[config.mk]
export PLATFORM = sky130hd
export DESIGN_NAME = rv32_instr_encoder
export DESIGN_NICKNAME = d
export VERILOG_FILES = /design/src/rtl/rv32_isa_pkg.sv /design/src/rtl/rv32_imm_check.sv /design/src/rtl/rv32_instr_encoder.sv
export SDC_FILE = /design/constraint.sdc
export NUM_CORES = 1
export LEC_CHECK = 0
export ABC_AREA = 0
export CAP_MARGIN = 15
export CORE_ASPECT_RATIO = 1.25
export CORE_MARGIN = 5
export CORE_UTILIZATION = 43
export DETAILED_ROUTE_END_ITERATION = 7
export PLACE_DENSITY = 0.78
export REMOVE_ABC_BUFFERS = 1
export SLEW_MARGIN = 40
export SYNTH_ARGS = -nofsm -noshare
export SYNTH_HDL_FRONTEND = slang
export SYNTH_HIERARCHICAL = 1
export SYNTH_SLANG_ARGS = --single-unit
[constraint.sdc]
create_clock -name clk -period 1.5 [get_ports clk]
set_clock_uncertainty 0.15 [all_clocks]
set_input_delay 0.3 -clock clk [delete_from_list [all_inputs] [get_ports clk]]
set_output_delay 0.3 -clock clk [all_outputs]
set_load 0.01 [all_outputs]
[src/rtl/rv32_isa_pkg.sv]
// Shared RV32I definitions used by the instruction encoder and the opcode
// decoder: symbolic operation codes, major opcodes, funct3/funct7 fields,
// instruction formats, immediate check classes and the per-operation
// encoding attributes.
package rv32_isa_pkg;

    // One code per RV32I instruction, plus the li pseudo-instruction.
    typedef enum logic [5:0] {
        OP_ADD, OP_SUB, OP_SLL, OP_SLT, OP_SLTU, OP_XOR, OP_SRL, OP_SRA,
        OP_OR, OP_AND,
        OP_ADDI, OP_SLTI, OP_SLTIU, OP_XORI, OP_ORI, OP_ANDI,
        OP_SLLI, OP_SRLI, OP_SRAI,
        OP_LB, OP_LH, OP_LW, OP_LBU, OP_LHU,
        OP_SB, OP_SH, OP_SW,
        OP_BEQ, OP_BNE, OP_BLT, OP_BGE, OP_BLTU, OP_BGEU,
        OP_LUI, OP_AUIPC, OP_JAL, OP_JALR,
        OP_FENCE, OP_ECALL, OP_EBREAK,
        OP_CSRRW, OP_CSRRS, OP_CSRRC, OP_CSRRWI, OP_CSRRSI, OP_CSRRCI,
        OP_FENCE_I,
        OP_LI
    } enc_op_t;

    // Base instruction formats.
    typedef enum logic [2:0] {FMT_R, FMT_I, FMT_S, FMT_B, FMT_U, FMT_J} fmt_t;

    // Immediate legality classes (derived from the format plus the few
    // instructions whose immediate field has a special meaning).
    typedef enum logic [2:0] {
        CHK_NONE, CHK_S12, CHK_B13, CHK_J21, CHK_U, CHK_SHAMT, CHK_FENCE
    } imm_chk_t;

    // Source of the 12-bit I-type immediate field.
    typedef enum logic [1:0] {IMM_REQ, IMM_FENCE, IMM_ZERO, IMM_ONE} imm_src_t;

    // Major opcodes.
    localparam logic [6:0] OPC_LUI      = 7'b0110111;
    localparam logic [6:0] OPC_AUIPC    = 7'b0010111;
    localparam logic [6:0] OPC_JAL      = 7'b1101111;
    localparam logic [6:0] OPC_JALR     = 7'b1100111;
    localparam logic [6:0] OPC_BRANCH   = 7'b1100011;
    localparam logic [6:0] OPC_LOAD     = 7'b0000011;
    localparam logic [6:0] OPC_STORE    = 7'b0100011;
    localparam logic [6:0] OPC_OP_IMM   = 7'b0010011;
    localparam logic [6:0] OPC_OP       = 7'b0110011;
    localparam logic [6:0] OPC_MISC_MEM = 7'b0001111;
    localparam logic [6:0] OPC_SYSTEM   = 7'b1110011;

    // ALU funct3.
    localparam logic [2:0] F3_ADD_SUB = 3'b000;
    localparam logic [2:0] F3_SLL     = 3'b001;
    localparam logic [2:0] F3_SLT     = 3'b010;
    localparam logic [2:0] F3_SLTU    = 3'b011;
    localparam logic [2:0] F3_XOR     = 3'b100;
    localparam logic [2:0] F3_SRL_SRA = 3'b101;
    localparam logic [2:0] F3_OR      = 3'b110;
    localparam logic [2:0] F3_AND     = 3'b111;
    // Load/store width funct3.
    localparam logic [2:0] F3_B  = 3'b000;
    localparam logic [2:0] F3_H  = 3'b001;
    localparam logic [2:0] F3_W  = 3'b010;
    localparam logic [2:0] F3_BU = 3'b100;
    localparam logic [2:0] F3_HU = 3'b101;
    // Branch funct3.
    localparam logic [2:0] F3_BEQ  = 3'b000;
    localparam logic [2:0] F3_BNE  = 3'b001;
    localparam logic [2:0] F3_BLT  = 3'b100;
    localparam logic [2:0] F3_BGE  = 3'b101;
    localparam logic [2:0] F3_BLTU = 3'b110;
    localparam logic [2:0] F3_BGEU = 3'b111;
    // System / fence funct3.
    localparam logic [2:0] F3_PRIV    = 3'b000;
    localparam logic [2:0] F3_CSRRW   = 3'b001;
    localparam logic [2:0] F3_CSRRS   = 3'b010;
    localparam logic [2:0] F3_CSRRC   = 3'b011;
    localparam logic [2:0] F3_CSRRWI  = 3'b101;
    localparam logic [2:0] F3_CSRRSI  = 3'b110;
    localparam logic [2:0] F3_CSRRCI  = 3'b111;
    localparam logic [2:0] F3_FENCE   = 3'b000;
    localparam logic [2:0] F3_FENCE_I = 3'b001;

    // funct7.
    localparam logic [6:0] F7_BASE = 7'b0000000;
    localparam logic [6:0] F7_ALT  = 7'b0100000;

    // Everything needed to assemble one base instruction word.
    typedef struct packed {
        logic       legal;
        fmt_t       fmt;
        imm_chk_t   chk;
        imm_src_t   imm_src;
        logic       zero_regs;  // rd and rs1 forced to x0
        logic       shamt;      // rs2 field carries imm[4:0]
        logic [6:0] opcode;
        logic [2:0] funct3;
        logic [6:0] funct7;
    } op_info_t;

    // True when a 32-bit value is representable as a signed 12-bit immediate.
    function automatic logic fits_s12(input logic [31:0] v);
        return (&v[31:11]) || !(|v[31:11]);
    endfunction

    function automatic op_info_t mk_info(input fmt_t fmt, input imm_chk_t chk,
                                         input logic [6:0] opc, input logic [2:0] f3,
                                         input logic [6:0] f7);
        op_info_t info;
        info           = '0;
        info.legal     = 1'b1;
        info.fmt       = fmt;
        info.chk       = chk;
        info.imm_src   = IMM_REQ;
        info.opcode    = opc;
        info.funct3    = f3;
        info.funct7    = f7;
        return info;
    endfunction

    // Map a base instruction code to its encoding attributes. OP_LI and
    // undefined codes come back with legal = 0; the li pseudo-instruction
    // is handled by the encoder itself.
    function automatic op_info_t decode_op(input logic [5:0] op);
        op_info_t info;
        info = '0;
        case (op)
            OP_ADD:    info = mk_info(FMT_R, CHK_NONE, OPC_OP, F3_ADD_SUB, F7_BASE);
            OP_SUB:    info = mk_info(FMT_R, CHK_NONE, OPC_OP, F3_ADD_SUB, F7_ALT);
            OP_SLL:    info = mk_info(FMT_R, CHK_NONE, OPC_OP, F3_SLL, F7_BASE);
            OP_SLT:    info = mk_info(FMT_R, CHK_NONE, OPC_OP, F3_SLT, F7_BASE);
            OP_SLTU:   info = mk_info(FMT_R, CHK_NONE, OPC_OP, F3_SLTU, F7_BASE);
            OP_XOR:    info = mk_info(FMT_R, CHK_NONE, OPC_OP, F3_XOR, F7_BASE);
            OP_SRL:    info = mk_info(FMT_R, CHK_NONE, OPC_OP, F3_SRL_SRA, F7_BASE);
            OP_SRA:    info = mk_info(FMT_R, CHK_NONE, OPC_OP, F3_SRL_SRA, F7_ALT);
            OP_OR:     info = mk_info(FMT_R, CHK_NONE, OPC_OP, F3_OR, F7_BASE);
            OP_AND:    info = mk_info(FMT_R, CHK_NONE, OPC_OP, F3_AND, F7_BASE);
            OP_ADDI:   info = mk_info(FMT_I, CHK_S12, OPC_OP_IMM, F3_ADD_SUB, F7_BASE);
            OP_SLTI:   info = mk_info(FMT_I, CHK_S12, OPC_OP_IMM, F3_SLT, F7_BASE);
            OP_SLTIU:  info = mk_info(FMT_I, CHK_S12, OPC_OP_IMM, F3_SLTU, F7_BASE);
            OP_XORI:   info = mk_info(FMT_I, CHK_S12, OPC_OP_IMM, F3_XOR, F7_BASE);
            OP_ORI:    info = mk_info(FMT_I, CHK_S12, OPC_OP_IMM, F3_OR, F7_BASE);
            OP_ANDI:   info = mk_info(FMT_I, CHK_S12, OPC_OP_IMM, F3_AND, F7_BASE);
            OP_SLLI:   info = mk_info(FMT_R, CHK_SHAMT, OPC_OP_IMM, F3_SLL, F7_BASE);
            OP_SRLI:   info = mk_info(FMT_R, CHK_SHAMT, OPC_OP_IMM, F3_SRL_SRA, F7_BASE);
            OP_SRAI:   info = mk_info(FMT_R, CHK_SHAMT, OPC_OP_IMM, F3_SRL_SRA, F7_ALT);
            OP_LB:     info = mk_info(FMT_I, CHK_S12, OPC_LOAD, F3_B, F7_BASE);
            OP_LH:     info = mk_info(FMT_I, CHK_S12, OPC_LOAD, F3_H, F7_BASE);
            OP_LW:     info = mk_info(FMT_I, CHK_S12, OPC_LOAD, F3_W, F7_BASE);
            OP_LBU:    info = mk_info(FMT_I, CHK_S12, OPC_LOAD, F3_BU, F7_BASE);
            OP_LHU:    info = mk_info(FMT_I, CHK_S12, OPC_LOAD, F3_HU, F7_BASE);
            OP_SB:     info = mk_info(FMT_S, CHK_S12, OPC_STORE, F3_B, F7_BASE);
            OP_SH:     info = mk_info(FMT_S, CHK_S12, OPC_STORE, F3_H, F7_BASE);
            OP_SW:     info = mk_info(FMT_S, CHK_S12, OPC_STORE, F3_W, F7_BASE);
            OP_BEQ:    info = mk_info(FMT_B, CHK_B13, OPC_BRANCH, F3_BEQ, F7_BASE);
            OP_BNE:    info = mk_info(FMT_B, CHK_B13, OPC_BRANCH, F3_BNE, F7_BASE);
            OP_BLT:    info = mk_info(FMT_B, CHK_B13, OPC_BRANCH, F3_BLT, F7_BASE);
            OP_BGE:    info = mk_info(FMT_B, CHK_B13, OPC_BRANCH, F3_BGE, F7_BASE);
            OP_BLTU:   info = mk_info(FMT_B, CHK_B13, OPC_BRANCH, F3_BLTU, F7_BASE);
            OP_BGEU:   info = mk_info(FMT_B, CHK_B13, OPC_BRANCH, F3_BGEU, F7_BASE);
            OP_LUI:    info = mk_info(FMT_U, CHK_U, OPC_LUI, 3'b000, F7_BASE);
            OP_AUIPC:  info = mk_info(FMT_U, CHK_U, OPC_AUIPC, 3'b000, F7_BASE);
            OP_JAL:    info = mk_info(FMT_J, CHK_J21, OPC_JAL, 3'b000, F7_BASE);
            OP_JALR:   info = mk_info(FMT_I, CHK_S12, OPC_JALR, 3'b000, F7_BASE);
            OP_FENCE:  info = mk_info(FMT_I, CHK_FENCE, OPC_MISC_MEM, F3_FENCE, F7_BASE);
            OP_ECALL:  info = mk_info(FMT_I, CHK_NONE, OPC_SYSTEM, F3_PRIV, F7_BASE);
            OP_EBREAK: info = mk_info(FMT_I, CHK_NONE, OPC_SYSTEM, F3_PRIV, F7_BASE);
            OP_CSRRW:  info = mk_info(FMT_I, CHK_NONE, OPC_SYSTEM, F3_CSRRW, F7_BASE);
            OP_CSRRS:  info = mk_info(FMT_I, CHK_NONE, OPC_SYSTEM, F3_CSRRS, F7_BASE);
            OP_CSRRC:  info = mk_info(FMT_I, CHK_NONE, OPC_SYSTEM, F3_CSRRC, F7_BASE);
            OP_CSRRWI: info = mk_info(FMT_I, CHK_NONE, OPC_SYSTEM, F3_CSRRWI, F7_BASE);
            OP_CSRRSI: info = mk_info(FMT_I, CHK_NONE, OPC_SYSTEM, F3_CSRRSI, F7_BASE);
            OP_CSRRCI: info = mk_info(FMT_I, CHK_NONE, OPC_SYSTEM, F3_CSRRCI, F7_BASE);
            OP_FENCE_I: info = mk_info(FMT_I, CHK_NONE, OPC_MISC_MEM, F3_FENCE_I, F7_BASE);
            default:   info = '0;
        endcase
        // Fixed-field instructions: registers are x0, immediate is synthesized.
        case (op)
            OP_SLLI, OP_SRLI, OP_SRAI: info.shamt = 1'b1;
            OP_FENCE: begin
                info.imm_src   = IMM_FENCE;
                info.zero_regs = 1'b1;
            end
            OP_ECALL, OP_FENCE_I: begin
                info.imm_src   = IMM_ZERO;
                info.zero_regs = 1'b1;
            end
            OP_EBREAK: begin
                info.imm_src   = IMM_ONE;
                info.zero_regs = 1'b1;
            end
            default: ;
        endcase
        return info;
    endfunction

endpackage

[src/rtl/rv32_imm_check.sv]
// Combinational immediate range check. The check class is derived from the
// instruction format (with shift, fence and CSR refinements); imm_ok is high
// when req_imm can be encoded without loss.
module rv32_imm_check
    import rv32_isa_pkg::*;
(
    input  imm_chk_t    chk,
    input  logic [31:0] imm,
    output logic        imm_ok
);

    // Select the legality rule for the requested check class.
    always_comb begin
        imm_ok = 1'b1;
        case (chk)
            CHK_S12:   imm_ok = fits_s12(imm);
            CHK_B13:   imm_ok = ((&imm[31:12]) || !(|imm[31:12])) && !imm[0];
            CHK_J21:   imm_ok = ((&imm[31:20]) || !(|imm[31:20])) && !imm[0];
            CHK_U:     imm_ok = (imm[11:0] == 12'h000);
            CHK_SHAMT: imm_ok = (imm[31:5] == 27'd0);
            CHK_FENCE: imm_ok = (imm[31:8] == 24'd0);
            default:   imm_ok = 1'b1;
        endcase
    end

endmodule

[src/rtl/rv32_instr_encoder.sv]
// RV32I instruction encoder: symbolic request in, 32-bit machine word out,
// both over valid/ready. Illegal requests are consumed and flagged with a
// one-cycle err_imm/err_op pulse instead of producing a word.
// Optional feature macro: RV32_ENCODER_PSEUDO_EN enables li expansion into
// lui + addi; without it OP_LI is reported as an unsupported operation.
module rv32_instr_encoder
    import rv32_isa_pkg::*;
#(
    parameter int COUNT_W = 16
)
(
    input  logic               clk,
    input  logic               rst_n,
    input  logic               req_valid,
    output logic               req_ready,
    input  logic [5:0]         req_op,
    input  logic [4:0]         req_rd,
    input  logic [4:0]         req_rs1,
    input  logic [4:0]         req_rs2,
    input  logic [31:0]        req_imm,
    output logic               out_valid,
    input  logic               out_ready,
    output logic [31:0]        out_instr,
    output logic               out_last,
    output logic               err_imm,
    output logic               err_op,
    output logic [COUNT_W-1:0] instr_count
);

    localparam logic [1:0] IDLE  = 2'd0;
    localparam logic [1:0] EMIT  = 2'd1;
`ifdef RV32_ENCODER_PSEUDO_EN
    localparam logic [1:0] EMIT2 = 2'd2;
`endif

    logic [1:0]         state_reg;
    logic               out_valid_reg;
    logic [31:0]        out_instr_reg;
    logic               out_last_reg;
    logic               err_imm_reg;
    logic               err_op_reg;
    logic [COUNT_W-1:0] count_reg;
`ifdef RV32_ENCODER_PSEUDO_EN
    logic [31:0]        pending_reg;
    logic [31:0]        second_word;
    logic [19:0]        li_hi;
    logic               is_li;
`endif

    op_info_t    info;
    logic        imm_ok;
    logic        op_ok;
    logic        accept;
    logic        out_hs;
    logic        load_new;
    logic [11:0] imm12;
    logic [4:0]  rd_f;
    logic [4:0]  rs1_f;
    logic [4:0]  rs2_f;
    logic [31:0] base_word;
    logic [31:0] first_word;
    logic        first_last;

    assign info = decode_op(req_op);

    rv32_imm_check u_imm_check (
        .chk    (info.chk),
        .imm    (req_imm),
        .imm_ok (imm_ok)
    );

`ifdef RV32_ENCODER_PSEUDO_EN
    assign is_li = (req_op == OP_LI);
    assign op_ok = info.legal || is_li;
`else
    assign op_ok = info.legal;
`endif

    // New requests are taken when idle, or in the same cycle the final
    // word of the previous request drains, giving one word per cycle.
    assign req_ready = (state_reg == IDLE) ||
                       ((state_reg == EMIT) && out_ready && out_last_reg);
    assign accept    = req_valid && req_ready;
    assign out_hs    = out_valid_reg && out_ready;
    assign load_new  = accept && op_ok && imm_ok;

    assign out_valid   = out_valid_reg;
    assign out_instr   = out_instr_reg;
    assign out_last    = out_last_reg;
    assign err_imm     = err_imm_reg;
    assign err_op      = err_op_reg;
    assign instr_count = count_reg;

    // Assemble the base-format word from the request fields.
    always_comb begin
        imm12 = req_imm[11:0];
        case (info.imm_src)
            IMM_FENCE: imm12 = {4'b0000, req_imm[7:0]};
            IMM_ZERO:  imm12 = 12'h000;
            IMM_ONE:   imm12 = 12'h001;
            default:   imm12 = req_imm[11:0];
        endcase
        rd_f  = info.zero_regs ? 5'd0 : req_rd;
        rs1_f = info.zero_regs ? 5'd0 : req_rs1;
        rs2_f = info.shamt ? req_imm[4:0] : req_rs2;
        case (info.fmt)
            FMT_R:   base_word = {info.funct7, rs2_f, rs1_f, info.funct3, rd_f, info.opcode};
            FMT_I:   base_word = {imm12, rs1_f, info.funct3, rd_f, info.opcode};
            FMT_S:   base_word = {req_imm[11:5], rs2_f, rs1_f, info.funct3,
                                  req_imm[4:0], info.opcode};
            FMT_B:   base_word = {req_imm[12], req_imm[10:5], rs2_f, rs1_f, info.funct3,
                                  req_imm[4:1], req_imm[11], info.opcode};
            FMT_U:   base_word = {req_imm[31:12], rd_f, info.opcode};
            FMT_J:   base_word = {req_imm[20], req_imm[10:1], req_imm[11],
                                  req_imm[19:12], rd_f, info.opcode};
            default: base_word = 32'h0000_0000;
        endcase
    end

    // Choose the first word (and the pending second word for li).
    always_comb begin
        first_word = base_word;
        first_last = 1'b1;
`ifdef RV32_ENCODER_PSEUDO_EN
        // (imm + 0x800) >> 12 rounds so the sign-extended addi low part
        // recombines to imm.
        li_hi       = req_imm[31:12] + {19'd0, req_imm[11]};
        second_word = {req_imm[11:0], req_rd, F3_ADD_SUB, req_rd, OPC_OP_IMM};
        if (is_li) begin
            if (fits_s12(req_imm)) begin
                first_word = {req_imm[11:0], 5'd0, F3_ADD_SUB, req_rd, OPC_OP_IMM};
            end else begin
                first_word = {li_hi, req_rd, OPC_LUI};
                first_last = (req_imm[11:0] == 12'h000);
            end
        end
`endif
    end

    // Encoder FSM, output register, error pulses and handshake counter.
    always_ff @(posedge clk or negedge rst_n) begin
        if (!rst_n) begin
            state_reg     <= IDLE;
            out_valid_reg <= 1'b0;
            out_instr_reg <= 32'h0000_0000;
            out_last_reg  <= 1'b0;
            err_imm_reg   <= 1'b0;
            err_op_reg    <= 1'b0;
            count_reg     <= '0;
`ifdef RV32_ENCODER_PSEUDO_EN
            pending_reg   <= 32'h0000_0000;
`endif
        end else begin
            err_imm_reg <= accept && op_ok && !imm_ok;
            err_op_reg  <= accept && !op_ok;
            if (out_hs) begin
                count_reg <= count_reg + COUNT_W'(1);
            end
            case (state_reg)
                IDLE: begin
                    if (load_new) begin
                        state_reg     <= EMIT;
                        out_valid_reg <= 1'b1;
                        out_instr_reg <= first_word;
                        out_last_reg  <= first_last;
`ifdef RV32_ENCODER_PSEUDO_EN
                        pending_reg   <= second_word;
`endif
                    end
                end
                EMIT: begin
                    if (out_hs) begin
`ifdef RV32_ENCODER_PSEUDO_EN
                        if (!out_last_reg) begin
                            state_reg     <= EMIT2;
                            out_valid_reg <= 1'b0;
                        end else
`endif
                        if (load_new) begin
                            out_instr_reg <= first_word;
                            out_last_reg  <= first_last;
`ifdef RV32_ENCODER_PSEUDO_EN
                            pending_reg   <= second_word;
`endif
                        end else begin
                            state_reg     <= IDLE;
                            out_valid_reg <= 1'b0;
                        end
                    end
                end
`ifdef RV32_ENCODER_PSEUDO_EN
                EMIT2: begin
                    state_reg     <= EMIT;
                    out_valid_reg <= 1'b1;
                    out_instr_reg <= pending_reg;
                    out_last_reg  <= 1'b1;
                end
`endif
                default: begin
                    state_reg     <= IDLE;
                    out_valid_reg <= 1'b0;
                end
            endcase
        end
    end

endmodule
==> results of run 1 <==
## Yosys cell counts (3+ instances only)
master	n	area, um2
sky130_fd_sc_hd__dfrtp_1	51	1280
sky130_fd_sc_hd__nor2_1	41	154
sky130_fd_sc_hd__nand2_1	33	124
sky130_fd_sc_hd__a21oi_1	27	135
sky130_fd_sc_hd__o21ai_0	24	120
sky130_fd_sc_hd__a31oi_1	14	87.6
sky130_fd_sc_hd__nand3_1	14	70.1
sky130_fd_sc_hd__buf_2	11	55.1
sky130_fd_sc_hd__inv_1	11	41.3
sky130_fd_sc_hd__nand4_1	10	62.6
sky130_fd_sc_hd__nor3_1	10	50.1
sky130_fd_sc_hd__xnor2_1	10	87.6
sky130_fd_sc_hd__ha_1	8	100
sky130_fd_sc_hd__mux2_2	8	90.1
sky130_fd_sc_hd__clkbuf_1	7	26.3
sky130_fd_sc_hd__nand3b_1	7	52.6
sky130_fd_sc_hd__nor4_1	7	43.8
sky130_fd_sc_hd__xor2_1	7	61.3
sky130_fd_sc_hd__and3_1	6	37.5
sky130_fd_sc_hd__mux2i_1	6	60.1
sky130_fd_sc_hd__a211oi_1	5	37.5
sky130_fd_sc_hd__a221oi_1	5	43.8
sky130_fd_sc_hd__a32oi_1	5	43.8
sky130_fd_sc_hd__and4_1	5	43.8
sky130_fd_sc_hd__nand2b_1	5	31.3
sky130_fd_sc_hd__buf_4	4	30.0
sky130_fd_sc_hd__o22ai_1	4	25.0
sky130_fd_sc_hd__o31ai_1	4	30.0
sky130_fd_sc_hd__nor2b_1	3	18.8
sky130_fd_sc_hd__nor3b_1	3	22.5
sky130_fd_sc_hd__or3_1	3	18.8
## worst max path at each step
stage	startpoint	end	slack [ns]
after floorplan	req_op[1]	out_instr[31]	-1.98
after global placement	req_op[0]	out_instr[4]	-1.87
after detailed placement	req_op[0]	out_instr[4]	-2.03
after CTS	req_op[4]	out_instr[20]	-1.10
after global routing	req_op[0]	out_instr[15]	-1.23
final	req_op[0]	out_instr[15]	-1.19
## through the flow
step           area (um2)  hold WS (ns)  worst slack (ns)  setup TNS [ns]
2_1_floorplan        3390        -0.146             -1.98          -55.44
3_3_place_gp         5430        0.0747             -1.87          -67.48
3_5_place_dp         5430        0.0862             -2.03          -71.87
4_1_cts              6120         0.252             -1.10          -34.93
5_1_grt              6550         0.290             -1.23          -40.28
6_report             6550         0.256             -1.19          -37.52
## final cells by class
class,count,area share (%)
Clock buffer,5,1.05
Clock inverter,3,0.420
Inverter,12,0.726
Multi-Input combinational cell,314,39.4
Sequential cell,51,19.5
Tap cell,97,1.85
Timing Repair Buffer,271,37.1
## metal layers
layer	share of wire, %	GRT usage, %
met3	5.9	4.48
met1	37	34.0
met5	0	0
met4	4.7	12.7
met2	52	49.3
## where the power goes
part / leakage (uW) / total, uW / internal (uW) / switching, uW
Sequential: 0.000625 / 1970 / 1710 / 262
Clock: 0.0000467 / 878 / 347 / 531
Combinational: 0.00222 / 2970 / 1600 / 1370
Total: 0.00290 / 5820 / 3650 / 2170
## worst max-delay path, cell delays in order
cell	delay (ns)
sky130_fd_sc_hd__buf_8	0.10
sky130_fd_sc_hd__buf_8	0.13
sky130_fd_sc_hd__ha_4	0.16
sky130_fd_sc_hd__inv_2	0.05
sky130_fd_sc_hd__o21bai_1	0.05
sky130_fd_sc_hd__a221o_1	0.35
sky130_fd_sc_hd__buf_4	0.16
sky130_fd_sc_hd__nor4_4	0.14
sky130_fd_sc_hd__mux2i_1	0.12
sky130_fd_sc_hd__nor2b_1	0.16
sky130_fd_sc_hd__o21ai_1	0.11
sky130_fd_sc_hd__nand3_2	0.10
sky130_fd_sc_hd__and4_4	0.28
sky130_fd_sc_hd__buf_12	0.11
sky130_fd_sc_hd__buf_12	0.14
sky130_fd_sc_hd__nor2_4	0.04
sky130_fd_sc_hd__a31oi_1	0.21
## logic make-up after synthesis
family | after synthesis | share of synthesized area [%]
AOI/OAI and AO/OA | 112 | 21.4
DFF | 51 | 36.2
adders and majority gates | 8 | 2.84
and+or+nand+nor | 161 | 25.0
muxes | 16 | 5.33
xor gates and xnor gates | 17 | 4.23
buffers and inverters | 37 | 4.97
## what timing repair did
action | 4_1_cts | 5_1_grt
setup buffers | 28 | 28
gates resized for setup | 200 | 68
pin swaps | 36 | 25
hold endpoints to repair | 14 | 0
setup endpoints to repair | 96 | 65
hold buffers | 1 | 0
cloned | 3 | 0
==> results.py, run 1 <==
metrics = {
    "final_layout": {
        "num-nets-final": 720,
        "regArea_mm2": 0.00128,
        "final-instance-count-excl-fill": 753,
        "layout.filler_cells": 472,
        "most-common-layout-cells": "sky130_fd_sc_hd__buf_4, sky130_fd_sc_hd__dfrtp_1, sky130_fd_sc_hd__clkdlybuf4s50_1",
        "final_layout_size_suffix_gt1_share_pct": 44.7,
        "final_core_utilization_pct": 80.9,
        "diodes": 0,
        "final_common_cell": "sky130_fd_sc_hd__buf_4",
        "largest_register_ff_count": 31,
        "area_used_by_multi_input_combinational_logic_mm2": 0.00258,
        "synthToLayoutAreaGrowth_pct": 86.0,
    },
    "clock_network": {
        "cts.root.buffer_cell": "sky130_fd_sc_hd__clkbuf_8",
        "cts_htree_levels": 2,
        "clock_latency_ns": 0.32,
        "clkSlewWorstSetupHoldPaths_ns": 0.11,
        "tritoncts.num_buffers": 5,
        "cts.path.max_buffers": 2,
        "cts_num_sinks": 51,
        "cts_tree": "built",
    },
    "yosys": {
        "postSynthAreaPerCell_um2": 8.76,
        "synth_edf_count": 0,
        "ys_seq_elements": 51,
        "yosysUniqueCellTypes": 66,
        "synth-seq-area-share_pct": 36.2,
        "syn-instance-count": 402,
        "postSynth.topFlopCell": "sky130_fd_sc_hd__dfrtp_1",
        "mappedNetlistArea_mm2": 0.00352,
        "ys_async_sr_fraction_pct": 100,
        "yosys_warnings": 6,
    },
    "setup_path": {
        "worst-r2r-cell-count": 6,
        "critPathLaunchType": "input pin",
        "worst_reg_to_reg_setup_slack_ns": -0.21,
        "crit_required_ns": 1.56,
        "worstReg2RegStart": "instr_count[0]",
        "crit_fanout": 8,
        "critical_path_start_end_classification": "input pin to register",
        "worstReg2RegEnd": "instr_count[15]",
        "end_kind": "register",
        "timing.critical_path.arrival_ns": 2.75,
    },
    "global_route": {
        "globalRouteOverflowTotal": 0,
        "antenna_found_initial": 0,
        "gr-usage-all-layers_pct": 28.4,
        "grt_first_pass_wirelength_mm": 23.5,
        "grt_pass1_vias": 4472,
        "largest_net_degree_at_the_start_of_global_routing": 38,
    },
    "floorplanning": {
        "std_cell_rows": 37,
        "chipHeight_um": 111,
        "io_pins": 110,
        "initial_utilization_pct": 43.5,
        "floorplan.die.width_um": 91.0,
        "area_of_the_core_mm2": 0.00810,
        "floorplan.die_area_mm2": 0.0101,
    },
    "sta": {
        "final-hold-violation-count": 0,
        "slew_violations": 0,
        "setup_viol": 47,
        "final.min_clock_period_ns": 2.69,
        "unrepaired_setup_endpoints_after_global_routing": "true",
        "setup_ws_ns": -1.19,
        "achievable-frequency_mhz": 372,
        "max_slew_margin_pct": 70.3,
        "tightestPinTransition_ns": 0.444,
        "post-route-period-util_pct": 179,
    },
    "routing": {
        "dr.pass1.iters": 5,
        "drt_wl_total_mm": 16.3,
        "detail_route.iter0.violations": 305,
        "post_drt_via_cell_ratio": 6.00,
        "route.detailed.wl_per_inst_um": 21.7,
        "vias": 4516,
        "route.antenna.remaining_nets": 0,
        "post-route-drc-count": 0,
    },
    "placed_design": {
        "gp_routability_congestion": 0.907,
        "placedCellCount": 687,
        "numPortBuffers": 109,
        "hpwl_after_detailed_placement_mm": 10.3,
    },
    "run_status": {
        "failed_checks": "negative setup slack",
        "status": "finished with violations",
    },
    "run": {
        "max-cap-violations": 0,
    },
    "power_and_ir_drop": {
        "total_power_uw": 5820,
        "vdd_drop_max_mv": 0.959,
        "pwr_density_cell_mw_per_mm2": 888,
        "power.leakage_uw": 0.00290,
    },
    "min_path": {
        "worstHoldPathType": "input pin to asynchronous set/reset pin",
    },
}
Power figures use the tool's default switching activity.
==> run 2, diff against run 1 <==
--- a/config.mk
+++ b/config.mk
@@ -12,6 +12,7 @@
 export CORE_UTILIZATION = 43
 export DETAILED_ROUTE_END_ITERATION = 7
 export PLACE_DENSITY = 0.78
+export RECOVER_POWER = 25
 export REMOVE_ABC_BUFFERS = 1
 export SLEW_MARGIN = 40
 export SYNTH_ARGS = -nofsm -noshare
==> run 2 against run 1 <==
The run still ends with negative setup slack left. Die area unchanged. Via count about the same. First-iteration DRC count stayed put. Non-clock buffer count unchanged. Clock power is essentially flat. Sequential share of layout area barely moved. Largest cell class unchanged.
==> results.py, run 2 (synthesized netlist as in run 1, its figures left out) <==
metrics = {
    "sta": {
        "fin_tns_setup_ns": -37.53,
        "final-hold-violation-count": 0,
        "final.min_clock_period_ns": 2.69,
        "setup_viol": 47,
        "unrepaired_setup_endpoints_after_global_routing": "true",
        "tightestPinTransition_ns": 0.882,
        "post-route-period-util_pct": 179,
        "setup_ws_ns": -1.19,
        "slew_violations": 0,
        "achievable-frequency_mhz": 372,
        "max_slew_margin_pct": 41.2,
    },
    "routing": {
        "met2RoutedLength_mm": 8.51,
        "route.top_layer_used": "met4",
        "post_drt_via_cell_ratio": 6.00,
        "vias": 4520,
        "route.detailed.wl_per_inst_um": 21.7,
        "dr.pass1.iters": 5,
        "met1Wirelength_mm": 6.08,
        "detail_route.iter0.violations": 305,
        "drt_wl_total_mm": 16.3,
        "dr_wl_met3_um": 946,
        "post-route-drc-count": 0,
        "route.antenna.remaining_nets": 0,
    },
    "global_route": {
        "globalRouteOverflowTotal": 0,
        "grt_pass1_vias": 4472,
        "largest_net_degree_at_the_start_of_global_routing": 38,
        "gr-usage-all-layers_pct": 28.4,
        "antenna_found_initial": 0,
        "grt_first_pass_wirelength_mm": 23.5,
    },
    "floorplanning": {
        "floorplan.die_area_mm2": 0.0101,
        "chipHeight_um": 111,
        "io_pins": 110,
        "initial_utilization_pct": 43.5,
        "floorplan.die.width_um": 91.0,
        "std_cell_rows": 37,
        "area_of_the_core_mm2": 0.00810,
    },
    "final_layout": {
        "final_layout_size_suffix_gt1_share_pct": 44.5,
        "final-instance-count-excl-fill": 753,
        "finish.instance_area_mm2": 0.00655,
        "final_common_cell": "sky130_fd_sc_hd__buf_4",
        "largest_register_ff_count": 31,
        "synthToLayoutAreaGrowth_pct": 85.9,
        "diodes": 0,
        "most-common-layout-cells": "sky130_fd_sc_hd__buf_4, sky130_fd_sc_hd__dfrtp_1, sky130_fd_sc_hd__clkdlybuf4s50_1",
        "layout.filler_cells": 473,
        "num-nets-final": 720,
        "final_core_utilization_pct": 80.9,
    },
    "power_and_ir_drop": {
        "share_comb_of_total_power_pct": 51.0,
        "vdd_drop_max_mv": 0.961,
        "total_power_uw": 5820,
        "seqPwrFrac_pct": 33.9,
        "net-switching-power_uw": 2170,
        "power.leakage_uw": 0.00289,
        "sw_frac_of_total_pct": 37.2,
        "clock_power_share_pct": 15.1,
        "cellInternalPower_uw": 3650,
        "pwr_density_cell_mw_per_mm2": 888,
    },
    "placed_design": {
        "hpwl_after_detailed_placement_mm": 10.3,
        "placed_area_mm2": 0.00543,
        "numPortBuffers": 109,
        "gp_routability_congestion": 0.907,
        "placedCellCount": 687,
    },
    "setup_path": {
        "critPathLaunchType": "input pin",
        "critical_path_start_end_classification": "input pin to register",
        "worstReg2RegEnd": "instr_count[15]",
        "cp_slowest_cell": "sky130_fd_sc_hd__a221o_1",
        "worst_reg_to_reg_setup_slack_ns": -0.21,
        "worst-r2r-cell-count": 6,
        "worst_path_largest_cell_delay_ns": 0.35,
        "timing.critical_path.arrival_ns": 2.75,
        "crit_required_ns": 1.56,
        "cp_cell_sequence": "buf_8, buf_8, ha_4, inv_2, o21bai_1, a221o_1, buf_4, nor4_4, mux2i_1, nor2b_1, o21ai_1, nand3_2, and4_4, buf_12, buf_12, nor2_4, a31oi_1",
        "worstReg2RegStart": "instr_count[0]",
        "crit_fanout": 8,
        "end_kind": "register",
    },
    "run_status": {
        "status": "finished with violations",
        "failed_checks": "negative setup slack",
    },
    "min_path": {
        "hold-path-endpoint": "out_valid",
        "worst_hold_path.num_cells": 3,
        "hold_path_startpoint": "out_ready",
        "worstHoldPathType": "input pin to register",
    },
    "clock_network": {
        "clkSlewWorstSetupHoldPaths_ns": 0.11,
        "cts.path.max_buffers": 2,
        "cts.root.buffer_cell": "sky130_fd_sc_hd__clkbuf_8",
        "cts_num_sinks": 51,
        "cts_tree": "built",
        "cts_htree_levels": 2,
        "clock_latency_ns": 0.32,
        "tritoncts.num_buffers": 5,
    },
    "run": {
        "max-cap-violations": 0,
    },
}
[run 2: worst max-delay path by stage]
stage / depth (start not counted) / slack [ns] / endpoint / start
2_1_floorplan: 12 / -1.98 / out_instr[31] / req_op[1]
3_3_place_gp: 15 / -1.87 / out_instr[4] / req_op[0]
3_5_place_dp: 15 / -2.03 / out_instr[4] / req_op[0]
4_1_cts: 13 / -1.10 / out_instr[20] / req_op[4]
5_1_grt: 17 / -1.23 / out_instr[15] / req_op[0]
6_report: 17 / -1.19 / out_instr[15] / req_op[0]
[run 2: repair_timing]
item	4_1_cts	5_1_grt
setup endpoints to repair	96	65
hold buffers	1	0
endpoints found under the hold margin	14	0
setup buffers	28	28
pin swaps	36	25
gates resized for setup	200	68
gates cloned	3	0
[run 2: metrics by stage]
step	setup slack (ns)	hold WS, ns
after floorplan	-1.98	-0.146
after global placement	-1.87	0.0747
after detailed placement	-2.03	0.0862
after CTS	-1.10	0.252
after global routing	-1.23	0.327
final	-1.19	0.299
[run 2: cell type report]
class,count,area [um2],area share (%)
clock buffer,5,68.8,1.05
clock inverter,3,27.5,0.420
inverter,12,47.5,0.726
multi-input combinational,314,2580,39.4
sequential,51,1280,19.5
tap,97,121,1.85
timing repair buffer,271,2430,37.1
[run 2: critical path, delay by kind of cell]
kind / cells / cell delay, ns
compound gates: 4 / 0.72
fa+ha+maj: 1 / 0.16
buf+inv: 6 / 0.69
mux: 1 / 0.12
simple gates: 5 / 0.72
[run 2: power groups by stage]
| stage | Sequential [uW] | Clock, uW | Combinational, uW |
|---|---|---|---|
| floorplan | 2110 | 0 | 638 |
| global placement | 1960 | 0 | 2250 |
| detailed placement | 1970 | 0 | 2290 |
| CTS | 1950 | 881 | 2560 |
| global route | 2000 | 945 | 3130 |
| finish | 1970 | 877 | 2970 |
[run 2: per-layer routing]
| metal | vias up | GRT usage [%] |
|---|---|---|
| met5 | - | 0 |
| met1 | 2217 | 34.0 |
| met4 | 0 | 12.7 |
| met2 | 225 | 49.3 |
| met3 | 67 | 4.48 |
| li1 | 2011 | - |
